### src/rtl/ahb_burst_master_if.sv
// Command, write-stream, read-return and AHB-Lite bus signals of the burst master.
interface ahb_burst_master_if #(
    parameter int unsigned LEN_W = 5
);
    // command channel
    logic             cmd_valid;
    logic             cmd_ready;
    logic [31:0]      cmd_addr;
    logic             cmd_write;
    logic [LEN_W-1:0] cmd_len;

    // write-data stream
    logic [31:0]      wr_data;
    logic             wr_valid;
    logic             wr_ready;

    // read return and completion
    logic [31:0]      rd_data;
    logic             rd_valid;
    logic             done;

    // AHB-Lite
    logic [31:0]      HADDR;
    logic [1:0]       HTRANS;
    logic             HWRITE;
    logic [2:0]       HSIZE;
    logic [2:0]       HBURST;
    logic [31:0]      HWDATA;
    logic [31:0]      HRDATA;
    logic             HREADY;

    modport master (
        input  cmd_valid, cmd_addr, cmd_write, cmd_len,
        input  wr_data, wr_valid,
        input  HRDATA, HREADY,
        output cmd_ready, wr_ready, rd_data, rd_valid, done,
        output HADDR, HTRANS, HWRITE, HSIZE, HBURST, HWDATA
    );

    modport slave (
        output cmd_valid, cmd_addr, cmd_write, cmd_len,
        output wr_data, wr_valid,
        output HRDATA, HREADY,
        input  cmd_ready, wr_ready, rd_data, rd_valid, done,
        input  HADDR, HTRANS, HWRITE, HSIZE, HBURST, HWDATA
    );
endinterface

### src/rtl/ahb_burst_master.sv
// AHB-Lite INCR burst master: turns a command into a pipelined word burst,
// pulls write data from a valid/ready stream and returns read beats as pulses.
module ahb_burst_master #(
    parameter int unsigned MAX_LEN = 16,
    parameter int unsigned LEN_W   = 5
) (
    input logic                HCLK,
    input logic                HRESETn,
    ahb_burst_master_if.master bus
);

    typedef enum logic [1:0] {
        S_IDLE,
        S_ADDR,
        S_LAST
    } state_t;

    typedef enum logic [1:0] {
        HT_IDLE   = 2'b00,
        HT_BUSY   = 2'b01,
        HT_NONSEQ = 2'b10,
        HT_SEQ    = 2'b11
    } htrans_t;

    state_t           state;
    state_t           state_nxt;
    htrans_t          htrans_c;
    logic             addr_acc;
    logic             cmd_ready_c;

    logic [31:0]      haddr;
    logic             hwrite;
    logic [2:0]       hburst;
    logic [31:0]      hwdata;
    logic [31:0]      rd_data;
    logic             rd_valid;
    logic             done;
    logic [LEN_W-1:0] beats_rem;   // beats still to issue after the one on HADDR
    logic             first;       // HADDR holds the first beat of the burst
    logic             dp_active;   // a data phase is in progress
    logic             dp_write;    // direction of that data phase
    logic [LEN_W-1:0] len_eff;

    // Clamp the requested length into 1..MAX_LEN
    always_comb begin
        len_eff = bus.cmd_len;
        if (bus.cmd_len == '0) begin
            len_eff = LEN_W'(1);
        end else if (bus.cmd_len > LEN_W'(MAX_LEN)) begin
            len_eff = LEN_W'(MAX_LEN);
        end
    end

    // State register
    always_ff @(posedge HCLK or negedge HRESETn) begin
        if (!HRESETn) begin
            state <= S_IDLE;
        end else begin
            state <= state_nxt;
        end
    end

    // Next state, transfer type and address-phase acceptance
    always_comb begin
        state_nxt   = state;
        htrans_c    = HT_IDLE;
        addr_acc    = 1'b0;
        cmd_ready_c = 1'b0;
        case (state)
            S_IDLE: begin
                cmd_ready_c = 1'b1;
                if (bus.cmd_valid) begin
                    state_nxt = S_ADDR;
                end
            end
            S_ADDR: begin
                // A write beat is only issued once its data is on the stream;
                // until then the first beat idles and later beats insert BUSY.
                if (!hwrite || bus.wr_valid) begin
                    htrans_c = (first || haddr[9:0] == '0) ? HT_NONSEQ : HT_SEQ;
                end else begin
                    htrans_c = first ? HT_IDLE : HT_BUSY;
                end
                addr_acc = bus.HREADY && htrans_c[1];
                if (addr_acc && beats_rem == '0) begin
                    state_nxt = S_LAST;
                end
            end
            S_LAST: begin
                if (bus.HREADY) begin
                    state_nxt = S_IDLE;
                end
            end
            default: state_nxt = S_IDLE;
        endcase
    end

    // Address/data pipeline, read capture and completion pulses
    always_ff @(posedge HCLK or negedge HRESETn) begin
        if (!HRESETn) begin
            haddr     <= '0;
            hwrite    <= 1'b0;
            hburst    <= '0;
            hwdata    <= '0;
            rd_data   <= '0;
            rd_valid  <= 1'b0;
            done      <= 1'b0;
            beats_rem <= '0;
            first     <= 1'b0;
            dp_active <= 1'b0;
            dp_write  <= 1'b0;
        end else begin
            rd_valid <= 1'b0;
            done     <= 1'b0;

            if (bus.HREADY) begin
                // The data phase in flight (if any) completes on this edge;
                // a beat accepted on the same edge opens the next one.
                if (dp_active && !dp_write) begin
                    rd_data  <= bus.HRDATA;
                    rd_valid <= 1'b1;
                end
                dp_active <= addr_acc;
            end

            if (state == S_LAST && bus.HREADY) begin
                done <= 1'b1;
            end

            if (addr_acc) begin
                dp_write <= hwrite;
                first    <= 1'b0;
                if (hwrite) begin
                    hwdata <= bus.wr_data;
                end
                if (beats_rem != '0) begin
                    haddr     <= haddr + 32'd4;
                    beats_rem <= beats_rem - 1'b1;
                end
            end

            if (state == S_IDLE && bus.cmd_valid) begin
                haddr     <= bus.cmd_addr & ~32'h3;
                hwrite    <= bus.cmd_write;
                hburst    <= (len_eff == LEN_W'(1)) ? 3'b000 : 3'b001;
                beats_rem <= len_eff - 1'b1;
                first     <= 1'b1;
            end
        end
    end

    assign bus.cmd_ready = cmd_ready_c;
    assign bus.wr_ready  = addr_acc && hwrite;
    assign bus.rd_data   = rd_data;
    assign bus.rd_valid  = rd_valid;
    assign bus.done      = done;
    assign bus.HADDR     = haddr;
    assign bus.HTRANS    = htrans_c;
    assign bus.HWRITE    = hwrite;
    assign bus.HSIZE     = 3'b010;
    assign bus.HBURST    = hburst;
    assign bus.HWDATA    = hwdata;

endmodule

### src/flat_wrapper.sv
// flat-port wrapper written by rule: the top's interface ports become plain ports
module ahb_burst_master_flat 
#(
    parameter int unsigned MAX_LEN = 16,
    parameter int unsigned LEN_W   = 5
)
  (HCLK, HRESETn, bus_cmd_valid, bus_cmd_addr, bus_cmd_write, bus_cmd_len, bus_wr_data, bus_wr_valid, bus_HRDATA, bus_HREADY, bus_cmd_ready, bus_wr_ready, bus_rd_data, bus_rd_valid, bus_done, bus_HADDR, bus_HTRANS, bus_HWRITE, bus_HSIZE, bus_HBURST, bus_HWDATA);
  ahb_burst_master_if #(.LEN_W(LEN_W)) bus_i ();
  input logic HCLK;
  input logic HRESETn;
  input wire logic [$bits(bus_i.cmd_valid)-1:0] bus_cmd_valid;
  input wire logic [$bits(bus_i.cmd_addr)-1:0] bus_cmd_addr;
  input wire logic [$bits(bus_i.cmd_write)-1:0] bus_cmd_write;
  input wire logic [$bits(bus_i.cmd_len)-1:0] bus_cmd_len;
  input wire logic [$bits(bus_i.wr_data)-1:0] bus_wr_data;
  input wire logic [$bits(bus_i.wr_valid)-1:0] bus_wr_valid;
  input wire logic [$bits(bus_i.HRDATA)-1:0] bus_HRDATA;
  input wire logic [$bits(bus_i.HREADY)-1:0] bus_HREADY;
  output wire logic [$bits(bus_i.cmd_ready)-1:0] bus_cmd_ready;
  output wire logic [$bits(bus_i.wr_ready)-1:0] bus_wr_ready;
  output wire logic [$bits(bus_i.rd_data)-1:0] bus_rd_data;
  output wire logic [$bits(bus_i.rd_valid)-1:0] bus_rd_valid;
  output wire logic [$bits(bus_i.done)-1:0] bus_done;
  output wire logic [$bits(bus_i.HADDR)-1:0] bus_HADDR;
  output wire logic [$bits(bus_i.HTRANS)-1:0] bus_HTRANS;
  output wire logic [$bits(bus_i.HWRITE)-1:0] bus_HWRITE;
  output wire logic [$bits(bus_i.HSIZE)-1:0] bus_HSIZE;
  output wire logic [$bits(bus_i.HBURST)-1:0] bus_HBURST;
  output wire logic [$bits(bus_i.HWDATA)-1:0] bus_HWDATA;
  assign bus_i.cmd_valid = bus_cmd_valid;
  assign bus_i.cmd_addr = bus_cmd_addr;
  assign bus_i.cmd_write = bus_cmd_write;
  assign bus_i.cmd_len = bus_cmd_len;
  assign bus_i.wr_data = bus_wr_data;
  assign bus_i.wr_valid = bus_wr_valid;
  assign bus_i.HRDATA = bus_HRDATA;
  assign bus_i.HREADY = bus_HREADY;
  assign bus_cmd_ready = bus_i.cmd_ready;
  assign bus_wr_ready = bus_i.wr_ready;
  assign bus_rd_data = bus_i.rd_data;
  assign bus_rd_valid = bus_i.rd_valid;
  assign bus_done = bus_i.done;
  assign bus_HADDR = bus_i.HADDR;
  assign bus_HTRANS = bus_i.HTRANS;
  assign bus_HWRITE = bus_i.HWRITE;
  assign bus_HSIZE = bus_i.HSIZE;
  assign bus_HBURST = bus_i.HBURST;
  assign bus_HWDATA = bus_i.HWDATA;
  ahb_burst_master #(.MAX_LEN(MAX_LEN), .LEN_W(LEN_W)) u_core (.HCLK(HCLK), .HRESETn(HRESETn), .bus(bus_i));
endmodule
### config.mk
export PLATFORM = sky130hd
export DESIGN_NAME = ahb_burst_master_flat
export DESIGN_NICKNAME = d
export VERILOG_FILES = /design/src/rtl/ahb_burst_master_if.sv /design/src/rtl/ahb_burst_master.sv /design/src/flat_wrapper.sv
export SDC_FILE = /design/constraint.sdc
export NUM_CORES = 1
export LEC_CHECK = 0
export CAP_MARGIN = 20
export CORE_MARGIN = 1
export CORE_UTILIZATION = 39
export CTS_CLUSTER_DIAMETER = 150
export DETAILED_ROUTE_END_ITERATION = 12
export PLACE_DENSITY = 0.82
export SETUP_SLACK_MARGIN = 0.2
export SLEW_MARGIN = 20
export SYNTH_ARGS = -nofsm -noshare
export SYNTH_HDL_FRONTEND = slang
export SYNTH_SLANG_ARGS = --single-unit
export TNS_END_PERCENT = 10
### constraint.sdc
create_clock -name HCLK -period 1.75 [get_ports HCLK]
set_input_delay 0.2625 -clock HCLK [delete_from_list [all_inputs] [get_ports HCLK]]
set_output_delay 0.2625 -clock HCLK [all_outputs]
set_load 0.02 [all_outputs]
==> out/qor.yml, run 1 <==
outcome: "complete, but fails checks"
violations: "negative setup slack"
fin_crit_sh_pct: 116.5
std_cell_rows: 41
syn_to_final_growth_pct: 71.16
grt_pass1_vias: 5091
critPathCaptureType: "flip-flop"
core_mm2: 0.01262
antenna_found_initial: 0
nets: 918
synthCells: 511
finalMaxSlewViolations: 0
clock-skew-final_ps: 9.286
gp_congestion: 0.8795
worstPathArrival_ps: 2280
chipHeight_um: 115.8
final_design_area_no_fill_mm2: 0.008643
crit_fanout: 11
clkPwrFrac_pct: 14.7
clkSinkCount: 108
p_int_mw: 8.855
max_cap_violations: 0
synth-main-ff-cell: "dfrtp_1"
p_leak_nw: 4.169
dp.cells: 952
ant_nets: 0
h-tree-depth: 3
n_antenna_cell: 0
die-area_mm2: 0.01341
dpl_cell_area_mm2: 0.007939
rsz0062_at_grt: "yes"
ys_seq_area_share_pct: 53.52
hold_path_class: "in -> async"
pwr-share-comb_pct: 55.2
ys_ff_latch: 108
drt_first_pass_iters: 5
grt_pass1_wl_um: 25740
syn_area_per_cell_um2: 9.882
drc: 0
grt_usage_pct: 25.29
clk_path_buf_depth: 2
netlist_area_mm2: 0.005050
clk_pin_slew_ps: 70
vias: 5067
wl_per_cell_um: 17.81
drtIter0Drc: 358
wirelength_um: 17470
final_hold_viol_count: 0
via_per_inst: 5.165
fin_ws_ps: -288.5
critPathRequiredTime_ps: 1990
swShare_pct: 41.44
cts_buffers: 9
dp_hpwl_um: 12400
pwr_density_cell_mw_per_mm2: 1749
irDropWorstVdd_mv: 0.6642
p_switching_mw: 6.265
timing.hold.ws_ps: 364.0
fin_cells: 981
drive_above_1_share_pct: 25.09
grt_overflow: 0
ios: 216
fin_crit_ps: 2039
tritoncts: "yes"
fin_setup_tns_ps: -4813
utilization_pct: 68.49
port_buffers: 206
async_flop_share_pct: 100.0
synth_edf_count: 0
synth.distinct_cells: 53
start_kind: "flip-flop"
max_freq_ghz: 0.4906
path_class: "reg -> reg"
yosysWarnings: 0
grt_max_degree: 38
setup_viol: 36
power_frac_seq_pct: 30.1
cts-root-buf: "clkbuf_16"
die_w_um: 115.8
start_util_pct: 40.02
clock_latency_ps: 360
==> final timing paths <==
check,start,endpoint,slack [ps],cells after the start
max,u_core.beats_rem[0],u_core.bus.HADDR[12],-290,8
min,HRESETn,u_core.bus.HADDR[26],360,2
max reg2reg,u_core.beats_rem[0],u_core.bus.HADDR[12],-290,8
min reg2reg,u_core.bus.rd_data[12],u_core.bus.rd_data[12],470,2
max in group asynchronous,HRESETn,u_core.bus.rd_data[30],760,3
min in group HCLK,bus_HRDATA[27],u_core.bus.rd_data[27],430,3
==> cell usage in the layout (no fill, tap or decap), types with 3 or more instances in the layout <==
master / instances
a21oi_1: 3
a21oi_2: 3
a221o_1: 3
a22oi_1: 3
a31oi_1: 6
buf_12: 4
buf_4: 81
buf_6: 20
clkbuf_16: 9
clkdlybuf4s15_1: 3
clkdlybuf4s50_1: 104
conb_1: 7
dfrtp_1: 107
dlygate4sd2_1: 93
ha_1: 4
inv_1: 8
inv_2: 5
mux2_4: 31
nand2_1: 140
nand2_2: 4
nand2b_1: 3
nand3_1: 23
nand3_2: 3
nand4_1: 9
nor2_1: 18
nor2_4: 5
nor3_1: 4
nor3_2: 4
nor4_4: 6
o211ai_1: 4
o21ai_0: 4
o21ai_1: 19
o311ai_1: 5
or3_1: 4
or4_1: 3
xnor2_1: 7
xor2_1: 5
==> logic make-up after synthesis <==
family | count (synthesis) | synth area share (%)
AO/OA/AOI/OAI | 59 | 7.557
XOR/XNOR | 13 | 2.255
adder cells (fa/ha/maj) | 6 | 1.487
AND/OR/NAND/NOR | 247 | 23.56
flip-flops | 108 | 53.52
multiplexers | 33 | 7.334
buffers and inverters | 43 | 4.138
other | 2 | 0.1487
==> sequential cells by signal (all words and copies together) (netlist names) <==
| register | flops |
|---|---|
| u_core.bus.HADDR | 30 |
| u_core.bus.rd_data | 32 |
| u_core.state | 2 |
| u_core.bus.rd_valid | 1 |
| u_core.beats_rem | 5 |
| u_core.dp_write | 1 |
| u_core.bus.HBURST | 1 |
| u_core.bus.HWRITE | 1 |
| u_core.bus.HWDATA | 32 |
| u_core.bus.done | 1 |
| u_core.dp_active | 1 |
| u_core.first | 1 |
==> metrics by stage <==
step | power [mW] | setup WS, ps
after CTS | 14.77 | -262.4
after detailed placement | 12.61 | -606.0
after global placement | 12.29 | -468.7
after floorplan | 8.257 | -169.3
after global routing | 15.88 | -362.1
final | 15.12 | -288.5
==> Yosys cell counts (2+ instances only) <==
library cell | n | share of area (%)
buf_4 | 7 | 1.0
a22oi_1 | 3 | 0.45
or4_1 | 4 | 0.59
xor2_1 | 5 | 0.87
mux2_2 | 32 | 7.1
nand2b_1 | 5 | 0.62
ha_1 | 6 | 1.5
nor2b_1 | 2 | 0.25
buf_1 | 3 | 0.22
nor4_1 | 4 | 0.50
o311ai_0 | 4 | 0.69
or3_1 | 4 | 0.50
dfrtp_1 | 108 | 54
a31oi_1 | 6 | 0.74
xnor2_1 | 8 | 1.4
nand4_1 | 9 | 1.1
nor4_2 | 4 | 0.99
a21oi_1 | 6 | 0.59
o21ai_0 | 19 | 1.9
nor2_1 | 22 | 1.6
nand2_1 | 145 | 11
o211ai_1 | 4 | 0.59
inv_1 | 12 | 0.89
clkbuf_1 | 13 | 0.97
nand3_1 | 26 | 2.6
buf_6 | 2 | 0.45
a221o_1 | 3 | 0.59
nor4b_1 | 2 | 0.35
a311oi_1 | 2 | 0.35
nand3_2 | 2 | 0.40
nor3_2 | 2 | 0.40
buf_2 | 5 | 0.50
conb_1 | 2 | 0.15
nor4_4 | 2 | 0.84
o21ai_1 | 4 | 0.40
nor3_1 | 7 | 0.69
==> metal layers <==
layer  global-route usage (%)  vias to the layer above  routed length [um]
met1                    28.93                     2458                6638
met4                    12.56                        0                 683
met3                    4.707                       47                1007
met5                        0                        -                   0
li1                         -                     2339                   -
met2                    45.24                      223                9137
==> worst max-delay path, cell delays in order, from the launching register on <==
cell and delay [ps]:
dfrtp_1 380, inv_2 70, ha_4 160, nor4b_4 130
or4_4 520, buf_12 200, nor4_4 230, xnor2_1 150
a21oi_1 90
==> power by group through the flow <==
| stage | Clock (mW) | Combinational (mW) | Sequential (mW) |
|---|---|---|---|
| floorplan | 0 | 2.36 | 5.90 |
| global placement | 0 | 7.83 | 4.46 |
| detailed placement | 0 | 8.07 | 4.54 |
| CTS | 2.25 | 8.02 | 4.51 |
| global route | 2.34 | 8.86 | 4.68 |
| finish | 2.22 | 8.34 | 4.55 |
==> what timing repair did <==
item,4_1_cts,5_1_grt
endpoints found under the setup margin,183,109
pin swaps,29,18
resized for setup,205,31
setup buffers,5,7
hold buffers,1,0
gates cloned,1,0
hold endpoints to repair,21,0
==> final cells by class <==
class	instances	area [um2]
sequential	108	2704
clock buffer	11	242.7
inverter	13	48.80
multi-input combinational	366	2522
tap	172	215.2
fill	963	3976
clock inverter	4	73.82
timing repair buffer	307	2836
No activity file was read; power rests on OpenSTA's default activity.
==> inputs of run 2 (changes only) <==
--- a/config.mk
+++ b/config.mk
@@ -6,7 +6,6 @@
 export NUM_CORES = 1
 export LEC_CHECK = 0
 export CAP_MARGIN = 20
-export CORE_MARGIN = 1
 export CORE_UTILIZATION = 39
 export CTS_CLUSTER_DIAMETER = 150
 export DETAILED_ROUTE_END_ITERATION = 12
==> results of run 2 <==
Same layout as run 1: the final DEF is identical, and so are final timing and power.
==> inputs of run 3 (changes only) <==
--- a/config.mk
+++ b/config.mk
@@ -9,8 +9,10 @@
 export CORE_UTILIZATION = 39
 export CTS_CLUSTER_DIAMETER = 150
 export DETAILED_ROUTE_END_ITERATION = 12
+export MAX_ROUTING_LAYER = met4
 export PLACE_DENSITY = 0.82
 export SETUP_SLACK_MARGIN = 0.2
+export SKIP_CTS_REPAIR_TIMING = 1
 export SLEW_MARGIN = 20
 export SYNTH_ARGS = -nofsm -noshare
 export SYNTH_HDL_FRONTEND = slang
==> run 3 against run 2 <==
Against the previous run: sequential power hardly changed; the flow finishes with violations (negative hold slack, negative setup slack); critical endpoint is now u_core.bus.HADDR[20]; highest routed layer unchanged; non-clock buffer count stayed put; clock power shrank 11%; register-to-register slack barely moved; via count is 0.99% higher; largest power group unchanged.
==> out/qor.yml, run 3 (synthesis gave the netlist of run 1 again) <==
setup_viol: 36  # unchanged
start_util_pct: 40.02  # unchanged
max_slew_margin_pct: 57.82
met2_wirelength_um: 9429  # was 9137 um
worstPathArrival_ps: 2240  # was 2280 ps
p_switching_mw: 6.252  # was 6.265 mW
core_mm2: 0.01262  # unchanged
wl_met3_um: 1055  # was 1007 um
fill_cells: 877  # was 963
crit_chain: "inv_2 > ha_4 > nor4b_4 > buf_4 > nor4_4 > buf_6 > buf_4 > nand3_4 > o211ai_1 > o311ai_1"  # was inv_2 > ha_4 > nor4b_4 > or4_4 > buf_12 > nor4_4 > xnor2_1 > a21oi_1
grt_usage_pct: 23.51  # was 25.29%
r2r-start: "u_core.beats_rem[0]"  # unchanged
ant_nets: 0  # unchanged
grt_pass1_vias: 4806  # was 5091
crit_slowest_cell: "dfrtp_1"  # was or4_4
p_leak_nw: 4.948  # was 4.169 nW
port_buffers: 206  # unchanged
finalMaxSlewViolations: 0  # unchanged
cts-root-buf: "clkbuf_16"  # unchanged
drive_above_1_share_pct: 26.82  # was 25.09%
top_layer: "met4"  # unchanged
wl_met1_um: 6622  # was 6638 um
drc: 0  # unchanged
dp_hpwl_um: 11770  # was 12400 um
crit_fanout: 7  # was 11
start_kind: "flip-flop"  # unchanged
cts_buffers: 9  # unchanged
drtIter0Drc: 343  # was 358
hold_path_class: "in -> async"  # unchanged
crit_start: "u_core.beats_rem[0]"  # unchanged
rsz0062_at_grt: "yes"  # unchanged
h-tree-depth: 3  # unchanged
power_frac_seq_pct: 29.6  # was 30.1%
swShare_pct: 40.82  # was 41.44%
outcome: "complete, but fails checks"  # unchanged
clock-skew-final_ps: 16.05  # was 9.286 ps
grt_max_degree: 109  # was 38
fin_crit_sh_pct: 116.1  # was 116.5%
irDropWorstVdd_mv: 0.9706  # was 0.6642 mV
critPathCaptureType: "flip-flop"  # unchanged
final_hold_viol_count: 16  # was 0
critPathRequiredTime_ps: 1960  # was 1990 ps
std_cell_rows: 41  # unchanged
violations: "negative hold slack, negative setup slack"  # was negative setup slack
drt_first_pass_iters: 5  # unchanged
max_freq_ghz: 0.4923  # was 0.4906 GHz
clkSinkCount: 108  # unchanged
clkPwrFrac_pct: 13.0  # was 14.7%
tritoncts: "yes"  # unchanged
fin_setup_tns_ps: -5988  # was -4813 ps
worstMarginPinSlew_ps: 632.8
antenna_found_initial: 0  # unchanged
cpPeakStageDelay_ps: 370  # was 520 ps
die_w_um: 115.8  # unchanged
gp_congestion: 0.8916  # was 0.8795
clock_latency_ps: 350  # was 360 ps
grt_overflow: 0  # unchanged
max_cap_violations: 0  # unchanged
syn_to_final_growth_pct: 77.33  # was 71.16%
die-area_mm2: 0.01341  # unchanged
dp.cells: 951  # was 952
nets: 918  # unchanged
fin_crit_ps: 2031  # was 2039 ps
timing.hold.ws_ps: -55.24  # was 364.0 ps
fin_ws_ps: -281.1  # was -288.5 ps
clk_pin_slew_ps: 80  # was 70 ps
n_antenna_cell: 0  # unchanged
vias: 5117  # was 5067
final_common_cell: "nand2_1"  # unchanged
pwr-share-comb_pct: 57.5  # was 55.2%
p_int_mw: 9.065  # was 8.855 mW
ios: 216  # unchanged
pwr_density_cell_mw_per_mm2: 1710  # was 1749 mW/mm2
chipHeight_um: 115.8  # unchanged
grt_pass1_wl_um: 23680  # was 25740 um
wirelength_um: 17720  # was 17470 um
fin_cells: 981  # unchanged
final_cell_mix: "nand2_1 (142), dfrtp_1 (104), clkdlybuf4s50_1 (103)"  # was nand2_1 (140), dfrtp_1 (107), clkdlybuf4s50_1 (104)
utilization_pct: 70.96  # was 68.49%
via_per_inst: 5.216  # was 5.165
path_class: "reg -> reg"  # unchanged
dpl_worst_slack_ps: -497.3  # was -606.0 ps
wl_per_cell_um: 18.06  # was 17.81 um
clk_path_buf_depth: 2  # unchanged
critPathMostFrequentCell: "buf_4"
-- run 3: stage by stage --
step	power [mW]	area (um2)
after floorplan	8.257	5106
after global placement	12.29	7919
after detailed placement	12.55	7919
after CTS	14.57	8207
after global routing	16.09	8955
final	15.32	8955
-- run 3: path summary, 6_finish.rpt --
kind	to	slack, ps	depth (start not counted)
min in group HCLK	u_core.bus.rd_data[27]	450	3
setup reg to reg	u_core.bus.HADDR[20]	-280	10
max in group asynchronous	u_core.bus.HADDR[5]	1270	2
hold / removal	u_core.bus.HADDR[26]	-60	2
hold reg to reg	u_core.bus.rd_data[12]	470	2
setup / recovery	u_core.bus.HADDR[20]	-280	10
-- run 3: critical path: cells and delay by family (launching register included) --
family,cells,cell delay (ps)
compound gates,2,380
fa+ha+maj,1,150
buf+inv,4,520
flops,1,370
simple gates,3,480
-- run 3: routing by layer --
metal	global-route usage, %	vias to the layer above
met3	4.341	52
li1	-	2333
met2	39.64	245
met5	-	-
met4	10.00	0
met1	27.50	2487
-- run 3: area by class of cell --
| cell class | instances | area, um2 | area share, % |
|---|---|---|---|
| clock inverters | 2 | 17.52 | 0.1956 |
| flip-flops and latches | 108 | 2708 | 30.24 |
| clock buffers | 13 | 270.3 | 3.018 |
| multi-input cells | 366 | 2486 | 27.76 |
| well taps | 172 | 215.2 | 2.403 |
| repair buffers | 307 | 3209 | 35.84 |
| inverters | 13 | 48.80 | 0.5449 |
-- run 3: power groups by stage --
stage | logic [mW] | clock network (mW) | registers [mW]
4_1_cts | 8.05 | 2.02 | 4.50
2_1_floorplan | 2.36 | 0 | 5.90
3_3_place_gp | 7.82 | 0 | 4.46
6_report | 8.80 | 1.98 | 4.53
5_1_grt | 9.32 | 2.12 | 4.65
3_5_place_dp | 8.03 | 0 | 4.52
